$ cat config.mk
export PLATFORM = sky130hd
export DESIGN_NAME = dac_frame_sequencer_flat
export DESIGN_NICKNAME = d
export VERILOG_FILES = /design/src/rtl/dac_frame_sequencer_if.sv /design/src/rtl/dac_frame_sequencer.sv /design/src/flat_wrapper.sv
export SDC_FILE = /design/constraint.sdc
export NUM_CORES = 1
export LEC_CHECK = 0
export CAP_MARGIN = 15
export CORE_MARGIN = 2
export CORE_UTILIZATION = 51
export CTS_CLUSTER_SIZE = 24
export DETAILED_ROUTE_END_ITERATION = 16
export PLACE_DENSITY = 0.81
export RECOVER_POWER = 25
export SYNTH_ARGS = -nofsm -noshare
export SYNTH_HDL_FRONTEND = slang
export SYNTH_SLANG_ARGS = --single-unit
$ cat constraint.sdc
create_clock -name clk -period 3.5 [get_ports clk]
set_clock_uncertainty 0.2 [all_clocks]
set_input_delay 0.7 -clock clk [delete_from_list [all_inputs] [get_ports clk]]
set_output_delay 0.7 -clock clk [all_outputs]
set_load 0.005 [all_outputs]
$ cat src/rtl/dac_frame_sequencer_if.sv
// Bus bundle between the frame sequencer, its register writer and the
// serial DAC transmitter.
//   wr_en/wr_ch/wr_data : shadow register write port
//   update              : frame commit request (1-cycle pulse)
//   frame_busy          : frame in progress
//   frame_done          : 1-cycle pulse at end of frame
//   dac_start/dac_data  : word hand-off to the transmitter
//   dac_busy            : transmitter busy
//   ldac_n              : active-low load strobe to the DAC
//   err_timeout         : sticky transmitter acknowledge timeout
// master: the environment (writer + transmitter). slave: the sequencer.
interface dac_frame_sequencer_if #(
  parameter int unsigned CH_W   = 3,
  parameter int unsigned DATA_W = 12
);
  logic              wr_en;
  logic [CH_W-1:0]   wr_ch;
  logic [DATA_W-1:0] wr_data;
  logic              update;
  logic              frame_busy;
  logic              frame_done;
  logic              dac_start;
  logic [15:0]       dac_data;
  logic              dac_busy;
  logic              ldac_n;
  logic              err_timeout;

  modport master (
    output wr_en, wr_ch, wr_data, update, dac_busy,
    input  frame_busy, frame_done, dac_start, dac_data, ldac_n, err_timeout
  );

  modport slave (
    input  wr_en, wr_ch, wr_data, update, dac_busy,
    output frame_busy, frame_done, dac_start, dac_data, ldac_n, err_timeout
  );
endinterface

$ cat src/rtl/dac_frame_sequencer.sv
// Multi-channel update scheduler in front of a single serial DAC transmitter.
// Keeps one shadow code per channel plus a dirty mask; on a frame commit it
// snapshots the dirty channels, sends each one in ascending order through the
// transmitter's start/busy handshake, then pulses ldac_n so every DAC output
// updates together.
// Ports:
//   clk, rst : clock, synchronous active-high reset
//   bus      : dac_frame_sequencer_if.slave (write port, commit, status,
//              transmitter handshake, ldac_n, err_timeout)
module dac_frame_sequencer #(
  parameter int unsigned NUM_CH      = 8,
  parameter int unsigned CH_W        = 3,
  parameter int unsigned DATA_W      = 12,
  parameter int unsigned LDAC_W      = 4,
  parameter int unsigned ACK_TIMEOUT = 8
) (
  input  logic                   clk,
  input  logic                   rst,
  dac_frame_sequencer_if.slave   bus
);

  localparam logic [CH_W-1:0] LAST_CH = CH_W'(NUM_CH - 1);
  localparam int unsigned     TO_W    = $clog2(ACK_TIMEOUT + 1);
  localparam logic [TO_W-1:0] TO_LAST = TO_W'(ACK_TIMEOUT - 1);
  localparam int unsigned     LD_W    = $clog2(LDAC_W + 1);
  localparam logic [LD_W-1:0] LD_LAST = LD_W'(LDAC_W - 1);

  typedef enum logic [3:0] {
    S_IDLE,
    S_SCAN,
    S_START,
    S_WAIT_ACK,
    S_WAIT_DONE,
    S_NEXT,
    S_FINISH,
    S_LDAC,
    S_DONE
  } state_t;

  state_t            state;
  logic [DATA_W-1:0] shadow     [NUM_CH];
  logic [DATA_W-1:0] frame_data [NUM_CH];
  logic [NUM_CH-1:0] dirty;
  logic [NUM_CH-1:0] frame_mask;
  logic [NUM_CH-1:0] wr_hit;
  logic [CH_W-1:0]   idx;
  logic [TO_W-1:0]   tcnt;
  logic [LD_W-1:0]   lcnt;
  logic              sent_any;
  logic              wr_ok;
  logic              accept;

  logic              frame_busy_q;
  logic              frame_done_q;
  logic              dac_start_q;
  logic [15:0]       dac_data_q;
  logic              ldac_n_q;
  logic              err_timeout_q;

  assign wr_ok  = bus.wr_en && (32'(bus.wr_ch) < NUM_CH);
  assign accept = bus.update && (state == S_IDLE);

  always_comb begin
    wr_hit = '0;
    if (wr_ok) begin
      wr_hit[bus.wr_ch] = 1'b1;
    end
  end

  // Shadow file and dirty mask. A write landing in the accept cycle is not
  // part of the snapshot, so its dirty bit survives the clear.
  always_ff @(posedge clk) begin
    if (rst) begin
      for (int unsigned i = 0; i < NUM_CH; i++) begin
        shadow[i] <= '0;
      end
      dirty <= '0;
    end else begin
      if (wr_ok) begin
        shadow[bus.wr_ch] <= bus.wr_data;
      end
      dirty <= (accept ? '0 : dirty) | wr_hit;
    end
  end

  always_ff @(posedge clk) begin
    if (rst) begin
      state         <= S_IDLE;
      idx           <= '0;
      frame_mask    <= '0;
      for (int unsigned i = 0; i < NUM_CH; i++) begin
        frame_data[i] <= '0;
      end
      tcnt          <= '0;
      lcnt          <= '0;
      sent_any      <= 1'b0;
      frame_busy_q  <= 1'b0;
      frame_done_q  <= 1'b0;
      dac_start_q   <= 1'b0;
      dac_data_q    <= '0;
      ldac_n_q      <= 1'b1;
      err_timeout_q <= 1'b0;
    end else begin
      case (state)
        S_IDLE: begin
          if (bus.update) begin
            frame_mask   <= dirty;
            frame_data   <= shadow;
            idx          <= '0;
            sent_any     <= 1'b0;
            frame_busy_q <= 1'b1;
            state        <= S_SCAN;
          end
        end

        // dac_start is raised on entry so it is high exactly while in START.
        S_SCAN: begin
          if (frame_mask[idx]) begin
            dac_start_q <= 1'b1;
            dac_data_q  <= {4'(idx), frame_data[idx]};
            sent_any    <= 1'b1;
            state       <= S_START;
          end else if (idx == LAST_CH) begin
            state <= S_FINISH;
          end else begin
            idx <= idx + CH_W'(1);
          end
        end

        S_START: begin
          dac_start_q <= 1'b0;
          tcnt        <= '0;
          state       <= S_WAIT_ACK;
        end

        // busy is sampled before the limit test, so busy arriving on the
        // ACK_TIMEOUT-th cycle after start is still accepted.
        S_WAIT_ACK: begin
          if (bus.dac_busy) begin
            state <= S_WAIT_DONE;
          end else if (tcnt == TO_LAST) begin
            err_timeout_q <= 1'b1;
            state         <= S_NEXT;
          end else begin
            tcnt <= tcnt + TO_W'(1);
          end
        end

        S_WAIT_DONE: begin
          if (!bus.dac_busy) begin
            state <= S_NEXT;
          end
        end

        S_NEXT: begin
          frame_mask[idx] <= 1'b0;
          if (idx == LAST_CH) begin
            state <= S_FINISH;
          end else begin
            idx   <= idx + CH_W'(1);
            state <= S_SCAN;
          end
        end

        // The empty-frame path reuses DONE as its one-cycle frame_done tail.
        S_FINISH: begin
          if (sent_any) begin
            ldac_n_q <= 1'b0;
            lcnt     <= '0;
            state    <= S_LDAC;
          end else begin
            frame_done_q <= 1'b1;
            state        <= S_DONE;
          end
        end

        S_LDAC: begin
          if (lcnt == LD_LAST) begin
            ldac_n_q     <= 1'b1;
            frame_done_q <= 1'b1;
            state        <= S_DONE;
          end else begin
            lcnt <= lcnt + LD_W'(1);
          end
        end

        S_DONE: begin
          frame_done_q <= 1'b0;
          frame_busy_q <= 1'b0;
          state        <= S_IDLE;
        end

        default: state <= S_IDLE;
      endcase
    end
  end

  assign bus.frame_busy  = frame_busy_q;
  assign bus.frame_done  = frame_done_q;
  assign bus.dac_start   = dac_start_q;
  assign bus.dac_data    = dac_data_q;
  assign bus.ldac_n      = ldac_n_q;
  assign bus.err_timeout = err_timeout_q;

endmodule

$ cat src/flat_wrapper.sv
// flat-port wrapper written by rule: the top's interface ports become plain ports
module dac_frame_sequencer_flat 
#(
  parameter int unsigned NUM_CH      = 8,
  parameter int unsigned CH_W        = 3,
  parameter int unsigned DATA_W      = 12,
  parameter int unsigned LDAC_W      = 4,
  parameter int unsigned ACK_TIMEOUT = 8
)
  (clk, rst, bus_wr_en, bus_wr_ch, bus_wr_data, bus_update, bus_dac_busy, bus_frame_busy, bus_frame_done, bus_dac_start, bus_dac_data, bus_ldac_n, bus_err_timeout);
  dac_frame_sequencer_if #(.CH_W(CH_W), .DATA_W(DATA_W)) bus_i ();
  input  logic clk;
  input  logic rst;
  input wire logic [$bits(bus_i.wr_en)-1:0] bus_wr_en;
  input wire logic [$bits(bus_i.wr_ch)-1:0] bus_wr_ch;
  input wire logic [$bits(bus_i.wr_data)-1:0] bus_wr_data;
  input wire logic [$bits(bus_i.update)-1:0] bus_update;
  input wire logic [$bits(bus_i.dac_busy)-1:0] bus_dac_busy;
  output wire logic [$bits(bus_i.frame_busy)-1:0] bus_frame_busy;
  output wire logic [$bits(bus_i.frame_done)-1:0] bus_frame_done;
  output wire logic [$bits(bus_i.dac_start)-1:0] bus_dac_start;
  output wire logic [$bits(bus_i.dac_data)-1:0] bus_dac_data;
  output wire logic [$bits(bus_i.ldac_n)-1:0] bus_ldac_n;
  output wire logic [$bits(bus_i.err_timeout)-1:0] bus_err_timeout;
  assign bus_i.wr_en = bus_wr_en;
  assign bus_i.wr_ch = bus_wr_ch;
  assign bus_i.wr_data = bus_wr_data;
  assign bus_i.update = bus_update;
  assign bus_i.dac_busy = bus_dac_busy;
  assign bus_frame_busy = bus_i.frame_busy;
  assign bus_frame_done = bus_i.frame_done;
  assign bus_dac_start = bus_i.dac_start;
  assign bus_dac_data = bus_i.dac_data;
  assign bus_ldac_n = bus_i.ldac_n;
  assign bus_err_timeout = bus_i.err_timeout;
  dac_frame_sequencer #(.NUM_CH(NUM_CH), .CH_W(CH_W), .DATA_W(DATA_W), .LDAC_W(LDAC_W), .ACK_TIMEOUT(ACK_TIMEOUT)) u_core (.clk(clk), .rst(rst), .bus(bus_i));
endmodule
==> flow_summary.json <==
{
  "fmax_mhz": 350,
  "syn-num-nets": 1248,
  "grt_pass1_wl_microns": 39600,
  "clkLatencyLatePin_ps": 520,
  "io_pins": 41,
  "first_pass_iters": 5,
  "crit_type": "flop to flop",
  "cts-root-buf": "clkbuf_16",
  "cts.sinks": 243,
  "yosys.cell_count.top_type": "nand2_1",
  "vias": 8350,
  "num-nets-final": 1237,
  "max-cap-violations": 0,
  "min_to": "u_core.frame_data[57]",
  "min_period_ps": 2860,
  "layout_setup_ws_ps": 639,
  "synth.distinct_cells": 59,
  "synth-seq-cells": 243,
  "hold_buffers": 0,
  "cpPeakStageDelay_ps": 870,
  "gp_congestion": 0.843,
  "syn2layout_area_growth_pct": 12.7,
  "diodes": 0,
  "overflow": 0,
  "rr_startpoint": "u_core.idx[2]",
  "cp-end-kind": "flop",
  "final_max_slew_viol_count": 0,
  "yosysTopAreaCell": "dfxtp_1",
  "syn_area_sq_um": 9860,
  "hp-start": "u_core.shadow[57]",
  "pwr-share-comb_pct": 17.7,
  "clock_path_buffers": 3,
  "p_int_mw": 4.76,
  "setup_viol": 0,
  "worstPathRequired_ps": 3680,
  "dp_hpwl_microns": 15200,
  "drt_wl_total_microns": 25000,
  "switchingPower_mw": 1.96,
  "ir_drop_mv": 0.352,
  "num_rows": 50,
  "status": "complete, no violations",
  "fin_util_pct": 59.0,
  "drc": 0,
  "synth_compound_area_share_pct": 17.1,
  "crit_path_frequent_cell": "a21oi_1",
  "dp_slack_ps": 784,
  "hold_ws_ps": 245,
  "ff2ff_path_depth": 6,
  "die_w_microns": 143,
  "grt_max_degree": 99,
  "first_iter_violations": 944,
  "rsz0062_at_grt": "no",
  "wire_per_inst_microns": 16.8,
  "grt_usage_pct": 24.3,
  "post_cts_resized": 0,
  "grt_pass1_vias": 7577,
  "slew_headroom_pct": 26.4,
  "cts_buffers": 24,
  "die_h_microns": 143,
  "drive_gt1_share_pct": 7.83,
  "cts_tree": "done",
  "async_flop_share_pct": 0,
  "clk_pin_slew_ps": 60,
  "final.setup.tns_ps": 0,
  "multiInputGateArea_sq_um": 4470,
  "period_share_pct": 81.7,
  "synth-main-ff-cell": "dfxtp_1",
  "hold_viol": 0,
  "crit_chain": "clkbuf_1, nor3b_1, a21oi_1, o22ai_1, a21oi_1, a211oi_2",
  "synth.avg_cell_area_sq_um": 8.07,
  "cp-start-kind": "flop",
  "crit_family": "buffers and inverters",
  "ant_nets": 0,
  "yosysWarnings": 0,
  "port_buffers": 39,
  "hold_path.class": "flop to flop",
  "arrival_ps": 3040,
  "critPathSlowestCell": "clkbuf_1",
  "critPathBufInv": 1,
  "leakage_nw": 3.62,
  "synth_fa_ha_area_share_pct": 0.762,
  "fillers": 1715,
  "vias_per_cell": 5.62,
  "synth_top_area_share_pct": 49.3,
  "post_cts_buffers": 0,
  "synthCells": 1222,
  "cellPowerDensity_nw_per_um2": 605,
  "netlist_top_cells_count": "nand2_1 (410), dfxtp_1 (243), a21oi_1 (227)",
  "reg2reg_setup_slack_ps": 640,
  "synthMuxAreaShare_pct": 5.09,
  "netSwitchingFraction_pct": 29.2,
  "die_area_sq_um": 20500,
  "crit_fanout": 21,
  "r2r-end": "u_core.bus.dac_data[6]",
  "synth_top_family_by_area": "simple AND/OR/NAND/NOR gates",
  "h-tree-depth": 1,
  "ys_seq_area_share_pct": 49.3,
  "initial_utilization_pct": 52.4,
  "antenna_found_initial": 0,
  "core_sq_um": 18800,
  "startpoint": "u_core.idx[2]",
  "clock_power_share_pct": 38.3,
  "tightestPinTransition_ps": 1100,
  "yosys.area_share.simple_pct": 22.0,
  "yosys-top-cells-area": "dfxtp_1 (49%), nand2_1 (16%), a21oi_1 (12%), mux2i_1 (2.2%), clkbuf_1 (2.2%)",
  "ff_latch_area_sq_um": 4870,
  "whs_path_depth": 2,
  "synth_xor_area_share_pct": 0.267,
  "seq_power_share_pct": 44.1,
  "synth_edf_count": 0
}
## worst max-delay path by stage
stage / endpoint / slack, ps / cells after the start
global route: u_core.state[0] / 570 / 6
global placement: u_core.dirty[7] / 810 / 5
CTS: u_core.bus.dac_data[6] / 880 / 6
floorplan: u_core.state[2] / 1530 / 4
detailed placement: u_core.dirty[5] / 780 / 5
finish: u_core.bus.dac_data[6] / 640 / 6
## cell type report
class                      count  area share (%)
inverter                       9           0.304
sequential                   243            43.8
clock inverter                 4           0.631
multi-input combinational    867            40.3
tap                          260            2.93
timing repair buffer          66            5.67
clock buffer                  37            6.40
## registers in the layout, indices dropped and copies added, names as in the netlist
signal                  flops
u_core.bus.dac_data        15
u_core.bus.dac_start        1
u_core.bus.err_timeout      1
u_core.bus.frame_busy       1
u_core.bus.frame_done       1
u_core.bus.ldac_n           1
u_core.dirty                8
u_core.frame_data          96
u_core.frame_mask           8
u_core.idx                  3
u_core.lcnt                 3
u_core.sent_any             1
u_core.shadow              96
u_core.state                4
u_core.tcnt                 4
## worst reg2reg max path: stages, from the launching register on
cell and delay (ps):
dfxtp_1 670, clkbuf_1 870, nor3b_1 130, a21oi_1 170, o22ai_1 130, a21oi_1 430
a211oi_2 130
## placed cells by master, fill, tap and decap left out, types with 3 or more instances in the layout
master	synthesis	routed
a211oi_1	6	6
a211oi_2	6	6
a21oi_1	227	227
a221oi_1	7	7
a22o_1	3	3
a22oi_1	10	10
a31oi_1	3	3
buf_12	0	4
buf_4	6	19
clkbuf_1	57	12
clkbuf_16	0	25
clkbuf_8	0	4
clkdlybuf4s50_1	0	36
dfxtp_1	243	241
ha_1	6	6
inv_1	9	9
mux2_2	9	9
mux2i_1	22	22
mux4_2	8	8
nand2_1	410	410
nand2b_1	15	15
nand3_1	10	9
nor2_1	57	57
nor2b_1	8	8
nor3_1	6	6
nor4_1	2	3
o211ai_1	6	6
o21ai_0	6	6
o22ai_1	3	3
## layer usage
layer | wire, microns | GRT usage, % | vias to the layer above | share of wire, %
met5 | 0 | 0 | - | 0
met4 | 597 | 5.58 | 0 | 2.4
met3 | 1850 | 3.99 | 57 | 7.4
met2 | 11500 | 38.9 | 294 | 46
met1 | 11000 | 34.5 | 3958 | 44
li1 | - | - | 4041 | -
## logic make-up after synthesis
kind of cell,after synthesis
mux,39
other cells,1
xor+xnor,3
buf+inv,112
simple gates,527
compound gates,291
fa+ha+maj,6
flops,243
## per-stage QoR
step           area, sq um  cells  power [mW]
6_report             11100   1486        6.72
5_1_grt              11100   1486        6.97
4_1_cts              11100   1486        6.73
3_5_place_dp         10400   1445        4.19
3_3_place_gp         10400   1445        4.18
2_1_floorplan         9860   1222        3.89
## power groups by stage
stage | clock network (mW) | logic, mW | registers (mW)
final | 2.57 | 1.19 | 2.96
after global routing | 2.70 | 1.29 | 2.97
after CTS | 2.60 | 1.18 | 2.96
after detailed placement | 0 | 1.17 | 3.02
after global placement | 0 | 1.16 | 3.01
after floorplan | 0 | 0.943 | 2.95
Power figures use the tool's default switching activity.
